`config.mk`:
```
export PLATFORM = sky130hd
export DESIGN_NAME = acc_int_add
export DESIGN_NICKNAME = d
export VERILOG_FILES = /design/src/rtl/acc_int_add.sv
export SDC_FILE = /design/constraint.sdc
export NUM_CORES = 1
export LEC_CHECK = 0
export ABC_AREA = 0
export BUFFER_PORTS_ARGS = -buffer_cell sky130_fd_sc_hd__buf_4
export CAP_MARGIN = 20
export CORE_ASPECT_RATIO = 1.2
export CORE_MARGIN = 10
export CORE_UTILIZATION = 53
export CTS_BUF_LIST = sky130_fd_sc_hd__clkbuf_16
export DETAILED_ROUTE_END_ITERATION = 8
export PLACE_DENSITY = 0.79
export SLEW_MARGIN = 10
export SYNTH_ARGS = -nofsm -noshare
export SYNTH_HDL_FRONTEND = slang
export SYNTH_SLANG_ARGS = --single-unit
export TNS_END_PERCENT = 20
```
`constraint.sdc`:
```
create_clock -name clk -period 3.3 [get_ports clk]
set_input_delay 0.495 -clock clk [delete_from_list [all_inputs] [get_ports clk]]
set_output_delay 0.495 -clock clk [all_outputs]
set_load 0.01 [all_outputs]
```
`src/rtl/acc_int_add.sv`:
```
// Two-stage registered adder with carry-out, signed overflow and valid sideband.
// Define ACC_INT_ADD_CLKGATE_EN to enable reg_en gating of the low data bits.
module acc_int_add #(
  parameter int DATA_PATH_BITWIDTH = 32,
  parameter int CLKGATED_BITWIDTH  = 16
) (
  input  logic                          clk,
  input  logic                          rst,
  input  logic                          reg_en,
  input  logic                          in_valid,
  input  logic [DATA_PATH_BITWIDTH-1:0] a,
  input  logic [DATA_PATH_BITWIDTH-1:0] b,
  output logic [DATA_PATH_BITWIDTH-1:0] c,
  output logic                          cout,
  output logic                          ovf,
  output logic                          out_valid
);

  localparam int W = DATA_PATH_BITWIDTH;
  localparam int G = CLKGATED_BITWIDTH;
  localparam logic [W-1:0] ALL_ONES = '1;
  // Mask of gated low bits; shifting by W yields zero, which covers G = 0.
  localparam logic [W-1:0] LOW_MASK = ALL_ONES >> (W - G);

  logic [W-1:0] ra, rb;
  logic [W-1:0] ra_d, rb_d, c_d;
  logic [W:0]   sum;
  logic         ovf_d;
  logic         valid_q;
  logic         load_low;

`ifdef ACC_INT_ADD_CLKGATE_EN
  logic en_q;

  always_ff @(posedge clk or negedge rst) begin
    if (!rst) en_q <= 1'b0;
    else      en_q <= reg_en;
  end

  assign load_low = en_q;
`else
  logic unused_reg_en;

  assign unused_reg_en = reg_en;
  assign load_low      = 1'b1;
`endif

  // Sum uses the registered (possibly held) low bits, so the carry into bit G
  // stays consistent with the low half currently stored in ra/rb.
  always_comb begin
    sum   = {1'b0, ra} + {1'b0, rb};
    ovf_d = (ra[W-1] == rb[W-1]) && (sum[W-1] != ra[W-1]);
    ra_d  = (a & ~LOW_MASK) | ((load_low ? a : ra) & LOW_MASK);
    rb_d  = (b & ~LOW_MASK) | ((load_low ? b : rb) & LOW_MASK);
    c_d   = (sum[W-1:0] & ~LOW_MASK) | ((load_low ? sum[W-1:0] : c) & LOW_MASK);
  end

  always_ff @(posedge clk or negedge rst) begin
    if (!rst) begin
      ra        <= '0;
      rb        <= '0;
      c         <= '0;
      cout      <= 1'b0;
      ovf       <= 1'b0;
      valid_q   <= 1'b0;
      out_valid <= 1'b0;
    end else begin
      ra        <= ra_d;
      rb        <= rb_d;
      c         <= c_d;
      cout      <= sum[W];
      ovf       <= ovf_d;
      valid_q   <= in_valid;
      out_valid <= valid_q;
    end
  end

endmodule

```
==> results of run 1 <==
## power groups by stage
stage | clock network [uW] | registers, uW | logic [uW]
6_report | 910 | 1400 | 651
5_1_grt | 999 | 1410 | 716
3_5_place_dp | 0 | 1420 | 653
2_1_floorplan | 0 | 1460 | 305
3_3_place_gp | 0 | 1420 | 636
4_1_cts | 936 | 1400 | 657
## sequential cells by signal (all words and copies together) (netlist names)
name / count
out_valid: 1
ovf: 1
valid_q: 1
ra: 32
c: 32
rb: 32
cout: 1
## cell usage after synthesis (5+ instances only)
| cell type | number | area [um2] |
|---|---|---|
| a21o_1 | 10 | 75.1 |
| ha_1 | 32 | 400 |
| dfrtp_1 | 100 | 2500 |
| xnor2_1 | 18 | 158 |
| nor3_1 | 5 | 25.0 |
| nand2_1 | 26 | 97.6 |
| nor2_1 | 23 | 86.3 |
| a21oi_1 | 32 | 160 |
| xor2_1 | 9 | 78.8 |
| inv_1 | 11 | 41.3 |
| o21bai_1 | 7 | 52.6 |
| nand2b_1 | 5 | 31.3 |
| o21ai_0 | 18 | 90.1 |
| clkbuf_1 | 5 | 18.8 |
## kinds of logic (layout without fill, tap and decap cells)
logic type                 Yosys count  count (layout)  share of synthesized area [%]
AOI/OAI and AO/OA                   96              96                           15.2
xor gates and xnor gates            27              27                           5.48
adders and majority gates           33              33                           9.74
buffers and inverters               19             129                           1.74
DFF                                100             100                           58.0
muxes                                2               2                          0.493
and+or+nand+nor                     82              82                           9.31
## stage by stage
step | hold slack (ps) | instance area [um2] | worst slack, ps | total power (uW)
CTS | 248 | 5430 | 438 | 2990
global route | 247 | 5430 | 296 | 3120
floorplan | 199 | 4310 | 706 | 1770
finish | 261 | 5430 | 445 | 2960
detailed placement | 339 | 5170 | 451 | 2070
global placement | 336 | 5170 | 477 | 2050
## worst min-delay path by stage
stage / startpoint / end / slack (ps) / depth (start not counted)
2_1_floorplan: rst / c[0] / 200 / 0
3_3_place_gp: valid_q / out_valid / 340 / 0
3_5_place_dp: valid_q / out_valid / 340 / 0
4_1_cts: b[21] / rb[21] / 250 / 1
5_1_grt: b[21] / rb[21] / 250 / 1
6_report: rst / ra[12] / 260 / 1
## layout by cell type (no fill, tap or decap), types with 3 or more instances in the layout
cell type	n
a21oi_1	32
clkinv_1	3
nand3_1	4
inv_1	11
a211oi_1	3
o21bai_1	7
nor2_1	23
a21o_1	10
o21a_1	3
buf_4	103
nand4_1	4
o211ai_1	3
clkbuf_16	9
nand2_1	26
a31oi_1	3
xnor2_1	18
ha_1	32
nand2b_1	5
dfrtp_1	100
xor2_1	9
nor3_1	5
o21ai_0	18
## per-layer routing
layer  up-vias  wire length (um)  global-route usage, %
li1       1486                 -                      -
met1      1459              3440                   17.0
met2        97              4950                   28.2
met3        13               566                   4.57
met4         0               120                   4.95
met5         -                 0                      0
## worst max-delay path, stage by stage, from the launching register on
cell and delay (ps):
dfrtp_1 370, ha_1 240, fa_1 410, a21o_1 220
a221oi_2 370, nand2b_1 200, a31oi_2 130, o221ai_2 270
or4b_1 460, o211ai_1 100
## layout make-up
class	count	area [um2]	share of cell area, %
multi-input combinational	240	1740	32.0
inverter	11	41.3	0.760
tap	95	119	2.19
clock inverter	6	32.5	0.599
sequential	100	2500	46.1
timing repair buffer	103	773	14.2
clock buffer	9	225	4.15
==> results.md, run 1 <==
STA:
- Between clock sinks in the finished design, the worst skew comes to approximately 6.8 ps.
- The worst max-slew margin expressed relative to the limit is approximately two fifths.
- The fmax is approximately 0.35 GHz.
- Setup violations remaining at the end of the flow were counted as 0.
- For the final routed database, the setup TNS stands at 0 ps.
- The smallest clock period supported by the final layout is computed as roughly 2900 ps.
- The number of pins exceeding their max-slew limit in the final report is 0.
- After layout, the worst path uses 86.5% of the clock period.
- For the pin with the worst max-slew slack, the measured transition is 909 ps.
- Setup repair after global routing left no endpoint under its margin.
- The number of hold violations in the final report is 0.

Finish:
- The final layout contains 566 nets.
- The area growth from synthesis to layout is 25.9%.
- Cells with a size suffix above 1 make up 27.1% of the layout.
- The finished layout holds around 560 standard cells, fillers aside.
- Fill cells in the final layout number roughly 600.
- The final core utilization is 67.7%.
- 0 antenna diodes ended up in the layout.

Power:
- Of the total power, registers draw 47.2%.
- Dividing total power by cell area gives a power density of 544 nW/um2.
- The worst-case IR drop observed on VDD is 351 uV.
- The switching power share of the total is a little over a quarter.
- Cell internal power was estimated by the tool at 2170 uW.
- The share of total power dissipated in combinational logic is 22.0%.
- For this design the static power due to leakage is ~0.0026 uW.
- The clock network burns just over 30% of the power.
- Summed over all nets, the switching power comes to 787 uW.

Synthesis:
- Counting distinct cell types in the post-synthesis netlist gives 50.
- The synthesized netlist net count is 460.
- For this run, the leading register cell type out of synthesis is dfrtp_1.
- The number of flops mapped to enable cells by yosys is 0.
- The proportion of synthesized chip area in sequential cells is 58.0%.
- During synthesis, Yosys emitted a total of 0 warnings.
- Each instance of the synthesized netlist takes up on average 12.0 um2.
- Counting flops and latches in the post-synthesis netlist gives 100.
- After technology mapping, the gate count stands at about 360.
- After synthesis, the share of flip-flops with an asynchronous set or reset is 100%.
- The summed instance area of the synthesized netlist is 4310 um2.

Setup path:
- For the worst setup path, the data arrival time is approximately 3100 ps.
- The critical path launch point is ra[0].
- Following the worst setup path forward leads to its endpoint at c[20].
- The worst setup path is of the register to register kind.
- The end of the worst register-to-register path is c[20].
- The critical path capture point type is a register.
- Of all nets on the critical path, the largest fanout is 4.
- The worst-case reg-to-reg path depth is 9.
- The startpoint type of the worst setup path is a register.
- The origin of the critical flop-to-flop path is ra[0].
- The setup check on the worst reg-to-reg path leaves a slack of 450 ps.
- STA puts the critical path data required time at 3550 ps.

Place:
- The HPWL after detailed placement is 7.09 mm.
- The cell count after placement is 549.
- The weighted congestion reported at the end of routability-driven placement is around 0.9.
- Buffers placed on the I/O ports in this run total 101.

GRT:
- The via count of the first global-routing pass is 3,211.
- Entering global routing, the biggest net connects ~70 pins.
- The global-route wire length before repair is about 15 mm.
- The initial antenna violation count came to 0.
- The total congestion overflow after global routing is 0.
- Global routing used 15.7% of the available tracks.

Routing:
- In this run the remaining antenna-violating nets after routing total 0.
- The detail-routed net length per standard cell is 16.1 um.
- The routed design has 9.08 mm of wire.
- The final route contains roughly 3,000 vias.
- The first detailed-routing pass ran for 4 iterations.
- After detailed routing, the number of vias per cell comes to 5.42.
- The DRC violation total after the first TritonRoute iteration is 115.
- The post-detailed-route DRC marker count is 0.

Floorplan:
- Once the floorplan was initialized, standard cells occupied 53.8% of the core.
- The count of boundary I/O pins is 103.
- The floorplan step set the die width to 102 um.
- The area of the die is 12,200 um2.
- The die is 119 um tall.
- The cell row count is 36.
- The total area inside the core boundary comes to about 8000 um2.

Clock network:
- In this run the post-CTS setup repair buffer count came out at 0.
- Clock-pin slew was measured on the worst setup and hold paths at 60 ps.
- The number of H-tree levels is 3.
- Buffers inserted during clock tree synthesis total 9.
- The CTS tree is built.
- The number of buffers on the longest clock path is 2.
- In this run the clock root is driven by a clkbuf_16.
- The quantity of gates resized following cts is 0.
- The hold buffer count at cts is 0.
- The clock net in this run drives a total of 100 sinks.
- The clock latency on the worst-skew pair is around 340 ps.

Run status:
- The run finished with clean final reports.

Min path:
- The min-delay analysis places its worst path in the category input pin to asynchronous set/reset pin.

Job:
- The count of maximum capacitance violations is 0.
Note: power is estimated with default switching activity, not from simulation.
==> inputs of run 2 (changes only) <==
- CORE_UTILIZATION: 53 -> 55
- PLACE_DENSITY: 0.79 -> 0.82
- clock period: 3.3 -> 3.4 ns (I/O delays scaled with it)
==> run 2 against run 1 <==
Compared with the run above: clock power increased by 16%; maximum frequency decreased by 1.6%; largest power group unchanged; critical path depth unchanged; global-route usage increased by 1.1 points; highest routed layer unchanged; clock-buffer cell count unchanged; register-to-register slack improved by 50 ps; final cell count decreased by 0.35%; worst hold slack got worse by 88 ps; via count increased by 2.2%.
==> results.md, run 2 (synthesis results as in run 1) <==
Setup path:
- The startpoint type of the worst setup path is a register.
- The signal on the critical path passes through ha_1 -> fa_1 -> a21o_1 -> a221oi_2 -> nand2b_1 -> a31oi_2 -> o221ai_2 -> or4b_1 -> o211ai_1.
- The required time of the worst setup path is 3670 ps (+120 ps).
- The highest cell delay on the worst timing path was 450 ps (about the same).
- The critical path capture point type is a register.
- The type of the worst setup path is register to register.
- The cell type of the slowest stage on the worst timing path is or4b_1.
- The top fanout value on the critical path was 4 (unchanged).
- The data arrival time of the worst path came to 3170 ps (+60 ps).

STA:
- The fmax is 0.345 GHz (-1.6%).
- The final worst-path cycle share is 85.3% (-1.2 points).
- The number of hold violations in the final report is 0 (unchanged).
- Setup repair after global routing left no endpoint under its margin.
- The count of final setup violators is 0 (unchanged).
- The number of pins exceeding their max-slew limit in the final report is 0 (unchanged).
- The slack of the critical path is 499 ps (+53.4 ps).
- The worst max-slew margin expressed relative to the limit is 40.2% (+1.6 points).
- The transition at the pin with the smallest max-transition slack is 885 ps (-24.1 ps).
- The worst clock skew on the final layout came to 14.4 ps (+7.64 ps).
- The minimum clock period is 2900 ps (+46.6 ps).
- The setup TNS after final layout is 0 ps (unchanged).

GRT:
- The global-route wire length before repair is 15.6 mm (+3.3%).
- The initial antenna violation count is 0 (unchanged).
- The maximum number of pins on one net before global-route repair is 52 (-27%).
- The combined global-route utilization of all metal layers is 16.7% (+1.1 points).
- The via count of the first global-routing pass is 3,346 (+4.2%).
- The total congestion overflow after global routing is 0 (unchanged).

Clock network:
- The TritonCTS buffer count is 9 (unchanged).
- The number of H-tree levels is 3 (unchanged).
- The number of sinks on the clock net was 100 (unchanged).
- The clock latency on the worst-skew pair is 350 ps (about the same).
- The clock-pin slew on the worst setup and hold paths came to 80 ps (+20 ps).
- The quantity of gates resized following cts is 0 (unchanged).
- The number of setup buffers added after CTS was 0 (unchanged).
- The number of buffers on the longest clock path is 2 (unchanged).
- TritonCTS built the clock tree.
- The tree is rooted in a clkbuf_16.
- The hold buffer count at cts is 0 (unchanged).

Finish:
- The count of non-filler cells in the finished layout is 562 (-0.35%).
- The number of nets in the layout is 566 (unchanged).
- The final core utilization is 71.6% (+3.9 points).
- The number of filler instances in the final layout is 537 (-11%).
- The area growth from synthesis to layout is 27.2%.
- The count of inserted antenna diode cells came to 0 (unchanged).
- The register cell area after layout is 2500 um2 (unchanged).
- The library cell used most frequently in the layout, excluding fill and tap cells, is buf_4.
- The area of combinational cells with multiple inputs is 1740 um2 (unchanged).
- The top cell types in the final layout, fill and taps aside, are 103 x buf_4, 100 x dfrtp_1, 32 x a21oi_1, 32 x ha_1, 26 x nand2_1.
- The largest registers in the layout are c (32), ra (32), rb (32).
- The share of cells above drive strength 1 is 27.9% (+0.79 points).

Routing:
- The detail-routed net length per standard cell is 17.0 um (+5.8%).
- The post-detailed-route DRC marker count is 0 (unchanged).
- The remaining number of nets flagged by the antenna check after routing was 0 (unchanged).
- The DRC violation total after the first TritonRoute iteration came to 139 (+21%).
- The detailed-route vias per instance came to 5.56 (+2.6%).
- The total wire length after detailed routing is 9.57 mm (+5.4%).
- The first-pass iteration count of the detailed router was 4 (unchanged).
- The via total after detailed routing is 3,123 (+2.2%).

Power:
- The total leakage power is 0.00261 uW (+1.2%).
- The total power density per cell area is 557 nW/um2 (+2.3%).
- The overall power after layout was 3060 uW (+3.4%).
- The maximum resistive drop on vdd is 357 uV (+1.6%).

Floorplan:
- The placeable core area is 7660 um2 (-4.4%).
- The starting density of the core came to 56.3% (+2.5 points).
- The cell row count is 35 (-2.8%).
- The die outline width was 101 um (-1.5%).
- The count of boundary I/O pins is 103 (unchanged).
- The area of the die is 11,800 um2 (-3.0%).
- The floorplan die height was 117 um (-1.5%).

Job:
- The count of maximum capacitance violations is 0 (unchanged).

Place:
- The placed wire-length estimate came to 7.25 mm (+2.3%).
- The placement-stage worst setup slack came to 541 ps (+90.1 ps).
- The count of port buffers added during placement was 101 (unchanged).
- The weighted congestion reported at the end of routability-driven placement came to 0.817 (-8.5%).
- The cell count after placement is 546 (-0.55%).

Min path:
- The worst hold path belongs to the class input pin to asynchronous set/reset pin.

Run status:
- The run finished with clean final reports.
-- run 2: changes by cell type in the layout (fill, tap and decap cells not counted), sizes merged --
| cell | change |
|---|---|
| inv | +3 |
| bufinv | +1 |
| clkinv | -2 |
| clkinvlp | -1 |
-- run 2: cell type report --
class | instances | area share (%)
inverter | 11 | 0.753
multi-input combinational | 240 | 31.7
sequential | 100 | 45.6
clock inverter | 7 | 1.69
tap | 92 | 2.10
timing repair buffer | 103 | 14.1
clock buffer | 9 | 4.10
-- run 2: path summary, 6_finish.rpt --
kind | startpoint | to | slack [ps] | cells past startpoint
max | ra[0] | c[20] | 500 | 9
min | rst | ra[14] | 170 | 1
max reg2reg | ra[0] | c[20] | 500 | 9
min reg2reg | valid_q | out_valid | 370 | 0
max in group asynchronous | rst | c[29] | 2410 | 2
min in group clk | b[1] | rb[1] | 260 | 1
-- run 2: power by group --
part / internal [uW] / switching, uW / leakage (uW)
Sequential: 1310 / 43.9 / 0.00117
Combinational: 308 / 330 / 0.00129
Clock: 590 / 472 / 0.000155
-- run 2: per-stage QoR --
stage | cell area (um2) | hold slack [ps]
floorplan | 4310 | 214
global placement | 5170 | 335
detailed placement | 5170 | 368
CTS | 5490 | 199
global route | 5490 | 221
finish | 5490 | 173
-- run 2: critical path: cells and delay by family, from the launching register on --
kind	cells	cell delay, ps
simple gates	2	670
flops	1	370
fa+ha+maj	2	650
compound gates	5	1130
-- run 2: layer usage --
metal  wire, um  vias up  share of wire, %  global-route usage [%]
met5          0        -                 0                       0
met3        595       14               6.2                    4.11
met1       3670     1505                38                    18.1
met2       5160      121                54                    30.5
met4        140        0               1.5                    6.60
li1           -     1483                 -                       -
